<file path="src/rtl/led_frame_buffer.sv">
// Double-buffered RGB frame store feeding the LED strand driver.
// Define LED_FB_BRIGHTNESS_EN for a third, brightness-scaling read stage.
module led_frame_buffer #(
  parameter int NUM_LEDS = 2,
  parameter int COLOR_WIDTH = 8,
  localparam int CounterWidth = $clog2(NUM_LEDS)
) (
  input  logic                    clk_in,
  input  logic                    rst_in,
  input  logic                    wr_valid_in,
  output logic                    wr_ready_out,
  input  logic [CounterWidth-1:0] wr_addr_in,
  input  logic [COLOR_WIDTH-1:0]  wr_red_in,
  input  logic [COLOR_WIDTH-1:0]  wr_green_in,
  input  logic [COLOR_WIDTH-1:0]  wr_blue_in,
  input  logic                    wr_frame_done_in,
  input  logic [CounterWidth-1:0] next_led_request,
  output logic [COLOR_WIDTH-1:0]  red_out,
  output logic [COLOR_WIDTH-1:0]  green_out,
  output logic [COLOR_WIDTH-1:0]  blue_out,
  output logic                    color_valid,
  output logic                    swap_pending_out,
  output logic                    front_sel_out
`ifdef LED_FB_BRIGHTNESS_EN
  ,
  input  logic [7:0]              brightness_in
`endif
);

  localparam int PW = 3 * COLOR_WIDTH;
  localparam logic [CounterWidth-1:0] LastIdx =
    CounterWidth'(NUM_LEDS - 1);
  localparam logic [CounterWidth:0] AddrLim =
    (CounterWidth + 1)'(NUM_LEDS);

  typedef enum logic {IDLE, PENDING} state_e;

  state_e state_q, state_d;
  logic front_sel_q, front_sel_d;
  logic front_loaded_q, front_loaded_d;

  logic [PW-1:0] mem0 [NUM_LEDS];
  logic [PW-1:0] mem1 [NUM_LEDS];

  logic [CounterWidth-1:0] req1_q, req2_q;
  logic v1_q, v2_q;
  logic [PW-1:0] col2_q;
  logic [PW-1:0] rd_data;
  logic boundary, wr_en, rd_ok, valid2;

  assign boundary = (next_led_request == '0) && (req1_q == LastIdx);
  assign wr_en = wr_valid_in && (state_q == IDLE) &&
                 ({1'b0, wr_addr_in} < AddrLim);
  assign rd_ok = {1'b0, req1_q} < AddrLim;

  always_comb begin
    state_d = state_q;
    front_sel_d = front_sel_q;
    front_loaded_d = front_loaded_q;
    unique case (state_q)
      IDLE: begin
        if (wr_frame_done_in) state_d = PENDING;
      end
      PENDING: begin
        if (boundary) begin
          state_d = IDLE;
          front_sel_d = !front_sel_q;
          front_loaded_d = 1'b1;
        end
      end
    endcase
  end

  always_ff @(posedge clk_in or posedge rst_in) begin
    if (rst_in) begin
      state_q <= IDLE;
      front_sel_q <= 1'b0;
      front_loaded_q <= 1'b0;
    end else begin
      state_q <= state_d;
      front_sel_q <= front_sel_d;
      front_loaded_q <= front_loaded_d;
    end
  end

  // The back buffer is whichever one is not on display.
  always_ff @(posedge clk_in) begin
    if (wr_en) begin
      if (front_sel_q)
        mem0[wr_addr_in] <= {wr_red_in, wr_green_in, wr_blue_in};
      else
        mem1[wr_addr_in] <= {wr_red_in, wr_green_in, wr_blue_in};
    end
  end

  always_comb begin
    rd_data = '0;
    if (rd_ok) rd_data = front_sel_q ? mem1[req1_q] : mem0[req1_q];
  end

  always_ff @(posedge clk_in or posedge rst_in) begin
    if (rst_in) begin
      req1_q <= '0;
      req2_q <= '0;
      v1_q <= 1'b0;
      v2_q <= 1'b0;
      col2_q <= '0;
    end else begin
      req1_q <= next_led_request;
      req2_q <= req1_q;
      v1_q <= 1'b1;
      v2_q <= v1_q;
      col2_q <= front_loaded_q ? rd_data : '0;
    end
  end

  assign valid2 = v1_q && v2_q && (req1_q == req2_q);

`ifdef LED_FB_BRIGHTNESS_EN
  function automatic logic [COLOR_WIDTH-1:0] scale(
    input logic [COLOR_WIDTH-1:0] c,
    input logic [7:0] b
  );
    logic [COLOR_WIDTH+8:0] p;
    p = (COLOR_WIDTH + 9)'(c) * (COLOR_WIDTH + 9)'({1'b0, b} + 9'd1);
    return p[COLOR_WIDTH+7:8];
  endfunction

  logic [PW-1:0] col3_q;
  logic v3_q;

  always_ff @(posedge clk_in or posedge rst_in) begin
    if (rst_in) begin
      col3_q <= '0;
      v3_q <= 1'b0;
    end else begin
      col3_q <= {scale(col2_q[PW-1 -: COLOR_WIDTH], brightness_in),
                 scale(col2_q[2*COLOR_WIDTH-1 -: COLOR_WIDTH], brightness_in),
                 scale(col2_q[COLOR_WIDTH-1:0], brightness_in)};
      v3_q <= valid2;
    end
  end

  assign {red_out, green_out, blue_out} = col3_q;
  assign color_valid = v3_q;
`else
  assign {red_out, green_out, blue_out} = col2_q;
  assign color_valid = valid2;
`endif

  assign wr_ready_out = (state_q == IDLE);
  assign swap_pending_out = (state_q == PENDING);
  assign front_sel_out = front_sel_q;

endmodule

</file>
<file path="config.mk">
export PLATFORM = sky130hd
export DESIGN_NAME = led_frame_buffer
export DESIGN_NICKNAME = d
export VERILOG_FILES = /design/src/rtl/led_frame_buffer.sv
export SDC_FILE = /design/constraint.sdc
export NUM_CORES = 1
export LEC_CHECK = 0
export BUFFER_PORTS_ARGS = -buffer_cell sky130_fd_sc_hd__buf_4
export CORE_ASPECT_RATIO = 0.6
export CORE_MARGIN = 2
export CORE_UTILIZATION = 45
export DETAILED_ROUTE_END_ITERATION = 12
export GPL_TIMING_DRIVEN = 0
export SYNTH_ARGS = -nofsm -noshare
export SYNTH_HDL_FRONTEND = slang
export SYNTH_SLANG_ARGS = --single-unit
</file>
<file path="constraint.sdc">
create_clock -name clk_in -period 2.8 [get_ports clk_in]
set_input_delay 0.42 -clock clk_in [delete_from_list [all_inputs] [get_ports clk_in]]
set_output_delay 0.42 -clock clk_in [all_outputs]
set_load 0.005 [all_outputs]
</file>
Word-level counts from Yosys, hierarchy flattened. Memories as Yosys holds them, arrays and structs flattened. Cells that the tools add are included.

Bits in registers: 31. Latch bits: 0. Memory bits (writable): 96. Memory bits (read-only): 0. Output and inout bits: 28. Word-level logic and storage cells: 30. Memories: 2.

Add/sub/neg operators: 0. $mul: 0. Div/mod/pow operators: 0. Order comparisons: 0. Equal/unequal tests: 1. Shift operators: 0. Muxes and demuxes: 11. Bitwise gates (word level): 2. Reduce and logical (&&, ||, !) cells: 6.

Memory list: mem0 (words 2, bits a word 24, rd ports 1, clocked after Yosys merged registers in 0, wr ports 1, RTL line 42) `logic [PW-1:0] mem0 [NUM_LEDS];`; mem1 (words 2, bits a word 24, rd ports 1, clocked after Yosys merged registers in 0, wr ports 1, RTL line 43) `logic [PW-1:0] mem1 [NUM_LEDS];`.

Operators by type and width (count): 24-bit 2-to-1 mux (2); 1-bit 2-to-1 mux (8); 1-bit logical AND (4); 1-bit inverter (2); 1-bit one-hot mux with 2 select lines (1); 2-bit AND reduction (1); 1-bit equality test (1); 1-bit zero test (1).

Logic depth before layout (Yosys ltp).
Word-level depth: 4. Mapped depth: 4. Mapped depth without buffers: 2.

Least setup slack after synthesis. Ideal clock, no wire load.

Path kind: reg-to-reg. Start: register front_sel_q, in the netlist front_sel_out. End: memory mem1[0][0] (netlist name) (enable). Library setup time: 421 ps. Arrival time: 2154 ps. Required time: 2379 ps. Slack: 225 ps. Cell stages (with the launch flop): 4. Buffers on the path: 2. Cell sequence: dfrtp_1 -> buf_6 -> buf_6 -> nor4b_2.

Longest elaborated chain between the ends: 3.

Ends and longest elaborated chain: from (decl) (RTL line 39) `logic front_sel_q, front_sel_d;`; from (signal assigned) (RTL line 81) `front_sel_q <= front_sel_d;`; 1-bit 2-to-1 mux (RTL line 89) `if (front_sel_q)`; 1-bit 2-to-1 mux (RTL line 88) `if (wr_en) begin`; 1-bit 2-to-1 mux (implied by the code) (RTL line 92) `mem1[wr_addr_in] <= {wr_red_in, wr_green_in, wr_blue_in};`; to (decl) (RTL line 43).

No other way between the ends.

Worst setup path after layout.
Start: register front_sel_q, in the netlist front_sel_out. End: memory mem0[1][18] (netlist name) (enable).

Longest elaborated chain between the ends: 3.

Ends and longest elaborated chain: 1-bit 2-to-1 mux (RTL line 89); 1-bit 2-to-1 mux (RTL line 88); 1-bit 2-to-1 mux (implied by the code) (RTL line 90) `mem0[wr_addr_in] <= {wr_red_in, wr_green_in, wr_blue_in};`; to (decl) (RTL line 42).

No other way between the ends.

==> Implementation_results.wiki <==
{| class="wikitable"
! Metric !! Value
|-
| Run status || complete, no violations
|-
| Portion of the post-synthesis area used by sequential elements || 0.8035
|-
| Crit. End Element || register
|-
| Arrival time of the worst setup path || between 2 and 2.5 ns
|-
| Power density cells || 939.2 nW/um^2
|-
| Number of synthesized register bits || 127
|-
| Required time of the worst setup path || between 2 and 3 ns
|-
| Number of fillers in the final layout || 739
|-
| Largest voltage drop on the vdd net || 0.4857 mV
|-
| H-tree depth || 4
|-
| Clock latency of the later-clocked register in the worst-skew pair || 0.41 ns
|-
| Number of global-route vias before repair || roughly 2200
|-
| Clock transition time at the flip-flop clock pins of the worst setup and hold paths || 0.05 ns
|-
| Hold wc startpoint || next_led_request
|-
| Worst hold-check slack || 0.1322 ns
|-
| Final antenna-violating net count || 0
|-
| Critical R2R Launch || front_sel_out
|-
| Final standard cell utilization of the core || 0.5910
|-
| Most numerous cell in the Yosys netlist || edfxtp_1
|-
| Effective utilization at floorplan || 0.4625
|-
| Critical path class || reg -> reg
|-
| Max Freq || 456.8 MHz
|-
| Layout overhead on the synthesized area || 27.78%
|-
| Cell variety after synth || 20
|-
| First element of the critical path || front_sel_out
|-
| Count of flip-flops with a built-in enable after synthesis || 96
|-
| Average wire per cell in the routed design || 17.64 um
|-
| Number of clock sinks seen by CTS || roughly 130
|-
| Critical Path Start Type || register
|-
| Number of buffers inserted by port buffering || 57
|-
| Nets in the synthesized netlist || 255
|-
| CP max FO || 24
|-
| Combined area of the multi-input logic cells || ~750 sq um
|-
| Mean cell area of the mapped netlist || 20.24 sq um
|-
| Gpl congestion || between 0.6 and 0.7
|-
| Detailed-router iteration count before antenna repair || 4
|-
| Violation count after the first detailed-routing iteration || 111
|-
| Final Critical Period || 2.189 ns
|-
| Number of maximum-capacitance constraint violations || 0
|-
| Number of gates given a new drive strength after cts || 0
|-
| Clock tree from TritonCTS || built
|-
| Number of antenna repair diodes || 0
|-
| Die Span X || 133.9 um
|-
| Number of buffers on the longest clock path || 2
|-
| Post-synth ARST share || 0.2441
|-
| Total die area || 10970 sq um
|-
| Most area-hungry cell type in the Yosys netlist || edfxtp_1
|-
| Number of rows in the core area || 28
|-
| Sequential Area || 3659 sq um
|-
| Total DRC errors in the routed layout || 0
|-
| Worst clock skew || 0.007970 ns
|-
| Largest net degree at the start of global routing || 25
|-
| Post-Syn Instances || 225
|-
| Wire length of the first global-routing pass || between 10000 and 15000 um
|-
| RSZ-0062 raised after global routing || no
|-
| Relative slew slack || 0.1772
|-
| Class of the tightest hold or removal check || in -> reg
|-
| Die Y-Extent || 81.92 um
|-
| HPWL Detailed || 4923 um
|-
| Final Cycle Share || 0.7818
|-
| Main flop type after synthesis || edfxtp_1
|-
| Final hold vios || 0
|-
| Antenna violations before repair || 0
|-
| Leak || 2.281 nW
|-
| Share of Yosys cell area claimed by the top area cell type || 0.6331
|-
| Worst slew pin tran || 1.234 ns
|-
| CTS Hold Buffers Added || 0
|-
| Number of pins with negative max-slew slack in the final report || 0
|-
| GRT Resource Usage Total || 0.1625
|-
| Area of the mapped netlist || around 4600 sq um
|-
| Layout cells sized above 1 || 0.3281
|-
| Clock Tree Root || clkbuf_16
|-
| Vias per std cell || 4.887
|-
| Number of top-level pins || 58
|-
| CORE AREA || ~9800 sq um
|-
| Final-report setup violation count || 0
|-
| Ys Warns || 0
|-
| GR Overflow Total || 0
|-
| Synth area leaders || edfxtp_1, dfrtp_1, mux2i_1
|-
| Routed wire length || 7972 um
|-
| Final #Nets || ~330
|-
| Number of buffers inserted during clock tree synthesis || 17
|-
| Post-CTS Setup Repair Bufs || 0
|-
| Total number of vias || 2209
|-
| Synth cell count leaders || edfxtp_1, mux2i_1, dfrtp_1
|}
[cells by family after synthesis]
logic type,Yosys count,share of synthesized area
flops,127,0.8035
mux,48,0.1055
compound gates,25,0.03462
buf+inv,13,0.03270
simple gates,9,0.01896
xor+xnor,2,0.003848
other cells,1,0.0008236
[flip-flops by register name, indices dropped and copies added, names as in the netlist]
name	count
col2_q	24
req2_q	1
v1_q	1
front_loaded_q	1
mem0	48
req1_q	1
front_sel_out	1
swap_pending_out	1
v2_q	1
mem1	48
[path summary, 6_finish.rpt]
check | depth (start not counted) | end | slack [ns]
max | 3 | mem0[1][18] | 0.61
min | 1 | req1_q | 0.13
max reg2reg | 3 | mem0[1][18] | 0.61
min reg2reg | 0 | v2_q | 0.37
max in group asynchronous | 3 | col2_q[5] | 2.12
min in group asynchronous | 2 | col2_q[13] | 0.14
[area by class of cell]
class | count | share of cell area
Inverter | 2 | 0.001290
Clock inverter | 14 | 0.02968
Buffer | 11 | 0.02430
Timing Repair Buffer | 60 | 0.08344
Sequential cell | 127 | 0.6288
Tap cell | 135 | 0.02903
Clock buffer | 18 | 0.07376
Multi-Input combinational cell | 85 | 0.1297
[placed cells by master (no fill, tap or decap), drive strengths merged, types with 2 or more instances in the layout]
cell type and count:
edfxtp 96, buf 71, mux2i 48, dfrtp 31, o22ai 24, clkbuf 18
clkinv 8, bufinv 4, inv 2, and4bb 2, xnor2 2, clkinvlp 2
nand2b 2
[worst max-delay path, stage by stage, from the launching register on]
cell and delay (ns):
dfrtp_1 0.36, buf_6 0.20, buf_6 0.19, and4_1 1.02
[per-layer routing]
metal,share of wire,track usage
met1,0.48,0.2143
met2,0.44,0.2431
met3,0.063,0.06358
met4,0.014,0.07021
met5,0,0
[report_power, final]
group          internal (W)  total [W]  leakage, nW  switching [W]
Clock               0.00147    0.00221        0.294       0.000743
Sequential          0.00220    0.00225         1.24      0.0000530
Combinational      0.000540   0.000998        0.751       0.000458
Total               0.00421    0.00546         2.28        0.00125
[stage by stage]
step | std cells | TNS [ns] | power, W | setup WS, ns | cell area [sq um]
after floorplan | 225 | 0 | 0.002937 | 0.2254 | 4553
after global placement | 417 | -21.60 | 0.003283 | -0.9019 | 5150
after detailed placement | 420 | 0 | 0.003305 | 0.5562 | 5216
after CTS | 452 | 0 | 0.005523 | 0.5465 | 5818
after global routing | 452 | 0 | 0.005688 | 0.4791 | 5818
final | 452 | 0 | 0.005465 | 0.6110 | 5818
Note: power is estimated with default switching activity, not from simulation.
